[src/rtl/processor_nbit.sv]
// Parametrised memory-ALU processor: INIT/FETCH/EXECUTE/STORE sequencing of
// immediate instructions against an internal register file. Optional PROC_SHIFT_EN enables SHL on opcode 111.
module processor_nbit #(
    parameter int DATA_W = 4,
    parameter int ADDR_W = 4
) (
    input  logic                        clk,
    input  logic                        reset_n,
    input  logic                        instr_valid,
    output logic                        instr_ready,
    input  logic [3+ADDR_W+DATA_W-1:0]  instruction,
    output logic [DATA_W-1:0]           result,
    output logic [DATA_W-1:0]           mem_out,
    output logic [1:0]                  current_state,
    output logic                        done,
    output logic                        carry,
    output logic                        zero
);

    localparam int DEPTH = 1 << ADDR_W;

    typedef enum logic [1:0] {
        S_INIT  = 2'b00,
        S_FETCH = 2'b01,
        S_EXEC  = 2'b10,
        S_STORE = 2'b11
    } state_t;

    typedef struct packed {
        logic [2:0]        op;
        logic [ADDR_W-1:0] addr;
        logic [DATA_W-1:0] imm;
    } instr_t;

    state_t                        state, state_nxt;
    instr_t                        ir;
    logic [DEPTH-1:0][DATA_W-1:0]  mem;
    logic [DATA_W-1:0]             rd;
    logic [DATA_W-1:0]             alu_res;
    logic                          alu_c;
    logic                          alu_upd;
    logic                          op_wr;
    logic                          accept;

    assign accept = (state == S_FETCH) && instr_valid;

    // State register
    always_ff @(posedge clk or negedge reset_n) begin
        if (!reset_n) state <= S_INIT;
        else          state <= state_nxt;
    end

    // Next-state logic
    always_comb begin
        state_nxt = state;
        case (state)
            S_INIT:  state_nxt = S_FETCH;
            S_FETCH: if (instr_valid) state_nxt = S_EXEC;
            S_EXEC:  state_nxt = S_STORE;
            S_STORE: state_nxt = S_FETCH;
            default: state_nxt = S_INIT;
        endcase
    end

    // Outputs decoded from registered state only
    always_comb begin
        instr_ready   = (state == S_FETCH);
        done          = (state == S_STORE);
        current_state = state;
    end

    always_ff @(posedge clk or negedge reset_n) begin
        if (!reset_n)    ir <= '0;
        else if (accept) ir <= instruction;
    end

    assign rd = mem[ir.addr];

    always_comb begin
        alu_res = '0;
        alu_c   = 1'b0;
        alu_upd = 1'b1;
        case (ir.op)
            3'b000: alu_res = ir.imm;
            3'b001: {alu_c, alu_res} = {1'b0, rd} + {1'b0, ir.imm};
            3'b010: begin
                alu_res = rd - ir.imm;
                alu_c   = (ir.imm > rd);
            end
            3'b011: alu_res = rd & ir.imm;
            3'b100: alu_res = rd | ir.imm;
            3'b101: alu_res = rd ^ ir.imm;
            3'b110: alu_res = ~rd;
            default: begin
`ifdef PROC_SHIFT_EN
                // Bit DATA_W of the widened shift is exactly the last bit shifted out
                logic [DATA_W:0] sh;
                sh      = {1'b0, rd} << ir.imm;
                alu_res = sh[DATA_W-1:0];
                alu_c   = sh[DATA_W];
`else
                alu_upd = 1'b0;
`endif
            end
        endcase
    end

`ifdef PROC_SHIFT_EN
    assign op_wr = 1'b1;
`else
    assign op_wr = (ir.op != 3'b111);
`endif

    always_ff @(posedge clk or negedge reset_n) begin
        if (!reset_n) begin
            result  <= '0;
            mem_out <= '0;
            carry   <= 1'b0;
            zero    <= 1'b0;
        end else if (state == S_EXEC && alu_upd) begin
            result  <= alu_res;
            mem_out <= rd;
            carry   <= alu_c;
            zero    <= (alu_res == '0);
        end
    end

    // Write lands on the edge that ends STORE, so the next EXECUTE sees it
    always_ff @(posedge clk or negedge reset_n) begin
        if (!reset_n)                        mem          <= '0;
        else if (state == S_STORE && op_wr)  mem[ir.addr] <= result;
    end

endmodule

[config.mk]
export PLATFORM = sky130hd
export DESIGN_NAME = processor_nbit
export DESIGN_NICKNAME = d
export VERILOG_FILES = /design/src/rtl/processor_nbit.sv
export SDC_FILE = /design/constraint.sdc
export NUM_CORES = 1
export LEC_CHECK = 0
export ABC_AREA = 1
export BUFFER_PORTS_ARGS = -buffer_cell sky130_fd_sc_hd__buf_2
export CAP_MARGIN = 5
export CORE_AREA = 2 2 87 89
export CTS_BUF_LIST = sky130_fd_sc_hd__clkbuf_4
export CTS_CLUSTER_SIZE = 25
export DETAILED_ROUTE_END_ITERATION = 8
export DIE_AREA = 0 0 89 91
export HOLD_SLACK_MARGIN = 0.05
export PLACE_DENSITY = 0.85
export SLEW_MARGIN = 20
export SYNTH_ARGS = -nofsm -noshare
export SYNTH_HDL_FRONTEND = slang
export SYNTH_SLANG_ARGS = --single-unit
[constraint.sdc]
create_clock -name clk -period 2.6 [get_ports clk]
set_input_delay 0.26 -clock clk [delete_from_list [all_inputs] [get_ports clk]]
set_output_delay 0.26 -clock clk [all_outputs]
set_load 0.1 [all_outputs]
# Word-level counts from Yosys, hierarchy flattened
# Cells that the tools add are included.
[word_totals]
input_bits = 14
reg_bits = 87
[op_classes]
n_reduce_logical = 9
n_mux = 10
eq_ne = 11
add_sub_neg = 2
magnitude_cmp = 3
bitwise_logic = 4
[ops]
columns = ["operator", "n"]
rows = [
  ["64-bit bitwise mux", 1],
  ["4-bit case mux with 7 select lines", 1],
  ["4-bit binary-select mux with 4-bit select", 1],
  ["4-bit demux with 4-bit select", 1],
  ["3-bit equality test (second input constant)", 3],
  ["4-bit two-way mux", 2],
  ["7-bit OR reduction", 1],
  ["3-bit by 2-bit equality test with 1-bit output (second input constant)", 2],
  ["2-bit case mux with 3 select lines", 1],
  ["4-bit by 4-bit adder with 5-bit output", 1],
  ["4-bit by 5-bit less-than comparator with 1-bit output (second input constant)", 1],
  ["4-bit AND", 1],
  ["2-bit equality test (second input constant)", 2],
  ["4-bit by 1-bit greater-or-equal comparator with 1-bit output (second input constant)", 1],
  ["4-bit > comparator", 1],
  ["1-bit logical AND", 4],
  ["4-bit logical NOT", 1],
  ["4-bit NOT", 1],
  ["4-bit OR", 1],
  ["4-bit subtractor", 1],
  ["4-bit XOR", 1],
  ["3-bit by 1-bit equality test with 1-bit output (second input constant)", 1],
  ["3-bit logical NOT", 1],
  ["3-bit inequality test (second input constant)", 1],
  ["other kinds (7)", 7],
]

# Depth between registers and ports, before layout
[logic_depth]
word_depth = 5
depth_mapped = 20
ltp_nobuf = 19

# Least setup slack after synthesis
# Ideal clock, no wire load.
[synth_path]
kind = "register to register"
startpoint = "register state[0] (netlist: current_state[0])"
endpoint = "register mem[48] (netlist name)"
period_less_slack_ps = 2924
required_ps = 2463
path_stages_with_launch = 7
arrival_time_ps = 2787
slack_ps = -324
setup_ps = 137
path_buffers = 0
path_cell_list = "dfrtp_1 > ha_1 > nand2_1 > inv_1 > nand2_1 > nor2_1 > o21ai_0"
[synth_via]
elab_chain_cells = 2
[synth_lines]
columns = ["element", "line_no", "text"]
rows = [
  ["from (decl)", "35", "state_t state, state_nxt;"],
  ["from (signal assigned)", "50", "else state <= state_nxt;"],
  ["2-bit equality test", "--", ""],
  ["named net done", "15", "output logic done,"],
  ["1-bit logical AND", "131", "else if (state == S_STORE && op_wr) mem[ir.addr] <= result;"],
  ["to (signal, indexed assignment)", "131", ""],
  ["to (decl)", "37", "logic [DEPTH-1:0][DATA_W-1:0] mem;"],
]
# The timed path passes the listed nets, and every way through them passes these cells.
# A chain may end at the register's enable or synchronous reset.

# Worst setup path after layout
[layout_path]
startpoint = "register ir[4] (netlist name)"
endpoint = "register zero"
[layout_via]
elab_chain_cells = 5
elab_cells_between_ends = 10
cone_classes = "add/sub: 2; mux: 3; bitwise: 4; reduce/logical: 1"
[layout_lines]
columns = ["element", "line_no", "text"]
rows = [
  ["from (decl)", "36", "instr_t ir;"],
  ["from (signal assigned)", "74", "else if (accept) ir <= instruction;"],
  ["4-bit binary-select mux with 4-bit select *", "77", "assign rd = mem[ir.addr];"],
  ["4-bit two-way mux (implied by the code) *", "77", ""],
  ["4-bit subtractor, or another cell as far along", "87", "alu_res = rd - ir.imm;"],
  ["4-bit case mux with 7 select lines *", "83", "case (ir.op)"],
  ["4-bit logical NOT *", "124", "zero <= (alu_res == '0);"],
  ["to (signal assigned)", "124", ""],
  ["to (decl)", "17", "output logic zero"],
]
# Mark *: on every way between the ends. The rest lies on a longest branch, timed or not. The select of a mux whose other input is x is not followed.

==> flow_summary.json <==
{
  "final_antenna_net_count": 0,
  "antenna_found_initial": 0,
  "grt_max_degree": 88,
  "detail_route.wl_per_cell_um": 14.9,
  "grt_pass1_vias": 3926,
  "numCtsBuffers": 9,
  "ys_top_cells_by_area": "dfrtp_1 (49%), nand2_1 (20%), o21ai_0 (7.1%), ha_1 (4.5%), nor2_1 (3.7%)",
  "maxSlewViolCount": 0,
  "power_leakage_uw": 0.00253,
  "cts_tree": "built",
  "rsz0062_at_grt": "true",
  "htree_num_levels": 3,
  "port_buffers": 27,
  "period_needed_ns": 2.56,
  "first_pass_iters": 8,
  "ioPinCount": 28,
  "status": "finished, final reports clean",
  "die_x_um": 89,
  "hold_ws_ns": 0.0643,
  "avgViaCountPerCell": 5.66,
  "grt-ovfl-total": 0,
  "place_congestion": 0.995,
  "endpoint_kind": "flop",
  "synth_area_per_cell_um2": 7.66,
  "cts_buffer_depth": 2,
  "synth_edf_count": 0,
  "worst_slew_pin_slew_ns": 0.751,
  "ir_drop_v": 0.00136,
  "die_height_um": 91,
  "die_area_um2": 8100,
  "yosysTopAreaCell": "dfrtp_1",
  "insertion_delay_ns": 0.44,
  "area_growth_pct": 11.6,
  "drtIter0Drc": 355,
  "setup_viol": 0,
  "critPathLaunchType": "flop",
  "fillers": 610,
  "start_util_pct": 61.9,
  "register_area_um2": 2180,
  "netlist_area_um2": 4410,
  "layout.nets": 650,
  "relSlewSlack_pct": 49.9,
  "core_area_um2": 7140,
  "path_max_fanout": 8,
  "fin_util_pct": 69.0,
  "synth_seq_area_share_pct": 49.3,
  "routed_wirelength_um": 10800,
  "drive_gt1_share_pct": 13.3,
  "grtUsageTotal_pct": 28.6,
  "clock-sinks": 87,
  "syn_inst": 576,
  "synth_fp_nets": 608,
  "ys_warn_count": 0,
  "max_freq_mhz": 390,
  "clkSlewWorstSetupHoldPaths_ns": 0.14,
  "cp.required_ns": 2.99,
  "p_per_area_nw_per_um2": 1350,
  "hpwl_um": 7630,
  "diodes": 0,
  "rows": 31,
  "multi_input_area_um2": 2070,
  "ys_types": 24,
  "hold_viol": 0,
  "cap_violations": 0,
  "synth_top_area_share_pct": 49.3,
  "min_path_type": "input port to flop",
  "via_count": 4087,
  "synthFlopType": "dfrtp_1",
  "final.period_utilization_pct": 98.6,
  "cts_root_buffer": "clkbuf_4",
  "synthArstFlopShare_pct": 100,
  "ys_ff_latch": 87,
  "crit_arrival_ns": 2.95,
  "drc": 0,
  "fin_skew_ns": 0.0174,
  "grt_pass1_wl_um": 18000,
  "path_class": "flop to flop"
}
## kinds of logic after synthesis
family	synth area share [%]
compound gates	11.8
xor+xnor	0.198
fa+ha+maj	5.44
buf+inv	4.93
flops	49.3
simple gates	28.3
## sequential cells by signal (all words and copies together) (netlist names)
signal / cells
mem: 64
ir: 11
mem_out: 4
result: 4
current_state: 2
carry: 1
zero: 1
## through the flow
step	power (uW)	setup slack (ns)	area, um^2	setup TNS (ns)	std cells
floorplan	4830	-0.00245	4420	-0.0112	576
global placement	5630	0.0830	4740	0	704
detailed placement	5790	-0.00457	4740	-0.00457	704
CTS	6470	0.00714	4870	0	721
global route	7120	-0.112	4920	-0.303	722
finish	6650	0.0358	4920	0	722
## cell usage after synthesis, types with 5 or more instances
| library cell | count |
|---|---|
| o21ai_1 | 5 |
| o21ai_0 | 63 |
| clkbuf_1 | 7 |
| dfrtp_1 | 87 |
| nand2_1 | 235 |
| nor2_2 | 5 |
| nand3_1 | 18 |
| inv_1 | 38 |
| a21oi_1 | 30 |
| ha_1 | 16 |
| buf_2 | 6 |
| nor2_1 | 43 |
## cells in the final DEF (no fill, tap or decap)
master	Yosys	final
nand2_1	235	234
dfrtp_1	87	85
o21ai_0	63	61
nor2_1	43	42
inv_1	38	38
a21oi_1	30	27
buf_2	6	26
nand3_1	18	18
buf_4	1	15
ha_1	16	12
clkbuf_4	0	11
o21ai_1	5	7
nor2_4	1	4
nand4_1	4	4
o22ai_1	4	4
ha_2	0	4
nor2_2	5	3
nor3_2	3	3
a21oi_2	0	3
buf_6	0	3
nor3_1	2	2
fa_2	0	2
clkinv_1	1	2
clkinv_2	0	2
dfrtp_2	0	2
inv_6	0	1
inv_4	0	1
inv_2	2	1
nand2_2	0	1
xor2_1	1	1
nand3b_1	1	1
a31oi_1	1	1
clkinvlp_4	0	1
dlygate4sd3_1	0	1
## repair_timing
action | in CTS | in global routing
endpoints found under the setup margin | 3 | 5
endpoints found under the hold margin | 12 | 0
gates resized for setup | 5 | 17
buffers inserted | 0 | 1
pin swaps | 0 | 6
hold buffers | 1 | 0
## metal layers
layer | vias to the layer above | routed length [um] | global-route usage [%]
met4 | 0 | 279 | 9.95
li1 | 1923 | - | -
met1 | 1926 | 4500 | 38.6
met3 | 35 | 858 | 5.55
met5 | - | 0 | 0
met2 | 203 | 5120 | 46.0
## final timing paths
| check | startpoint | cells after the start | endpoint | slack (ns) |
|---|---|---|---|---|
| min in group asynchronous | reset_n | 2 | result[0] | 0.45 |
| setup reg to reg | ir[4] | 18 | zero | 0.04 |
| setup / recovery | ir[4] | 18 | zero | 0.04 |
| hold reg to reg | mem_out[2] | 2 | mem_out[2] | 0.49 |
| max in group asynchronous | reset_n | 2 | ir[5] | 1.63 |
| hold / removal | instruction[1] | 3 | ir[1] | 0.06 |
## layout make-up
cell class / count / share of cell area, %
timing repair buffer: 45 / 5.82
tap: 99 / 2.52
clock buffer: 11 / 1.68
inverter: 41 / 3.28
clock inverter: 5 / 0.508
sequential: 87 / 44.3
multi-input combinational: 434 / 41.9
## power breakdown
group | switching [uW] | internal [uW]
combinational | 2630 | 1090
clock | 438 | 209
sequential | 394 | 1880
total | 3470 | 3180
## critical path, cell delays in order, from the launching register on
cell     delay, ns
dfrtp_2       0.49
buf_4         0.19
nand2_1       0.06
nand2_1       0.05
nand2_1       0.07
nand2_1       0.05
nand2_1       0.08
nand2_1       0.10
nor2_4        0.14
ha_1          0.16
inv_1         0.07
fa_2          0.36
nor2_2        0.08
nor2_1        0.06
a21oi_1       0.13
nand3_1       0.12
a21oi_2       0.15
nand3_1       0.09
nand2_1       0.06
Power figures use the tool's default switching activity.
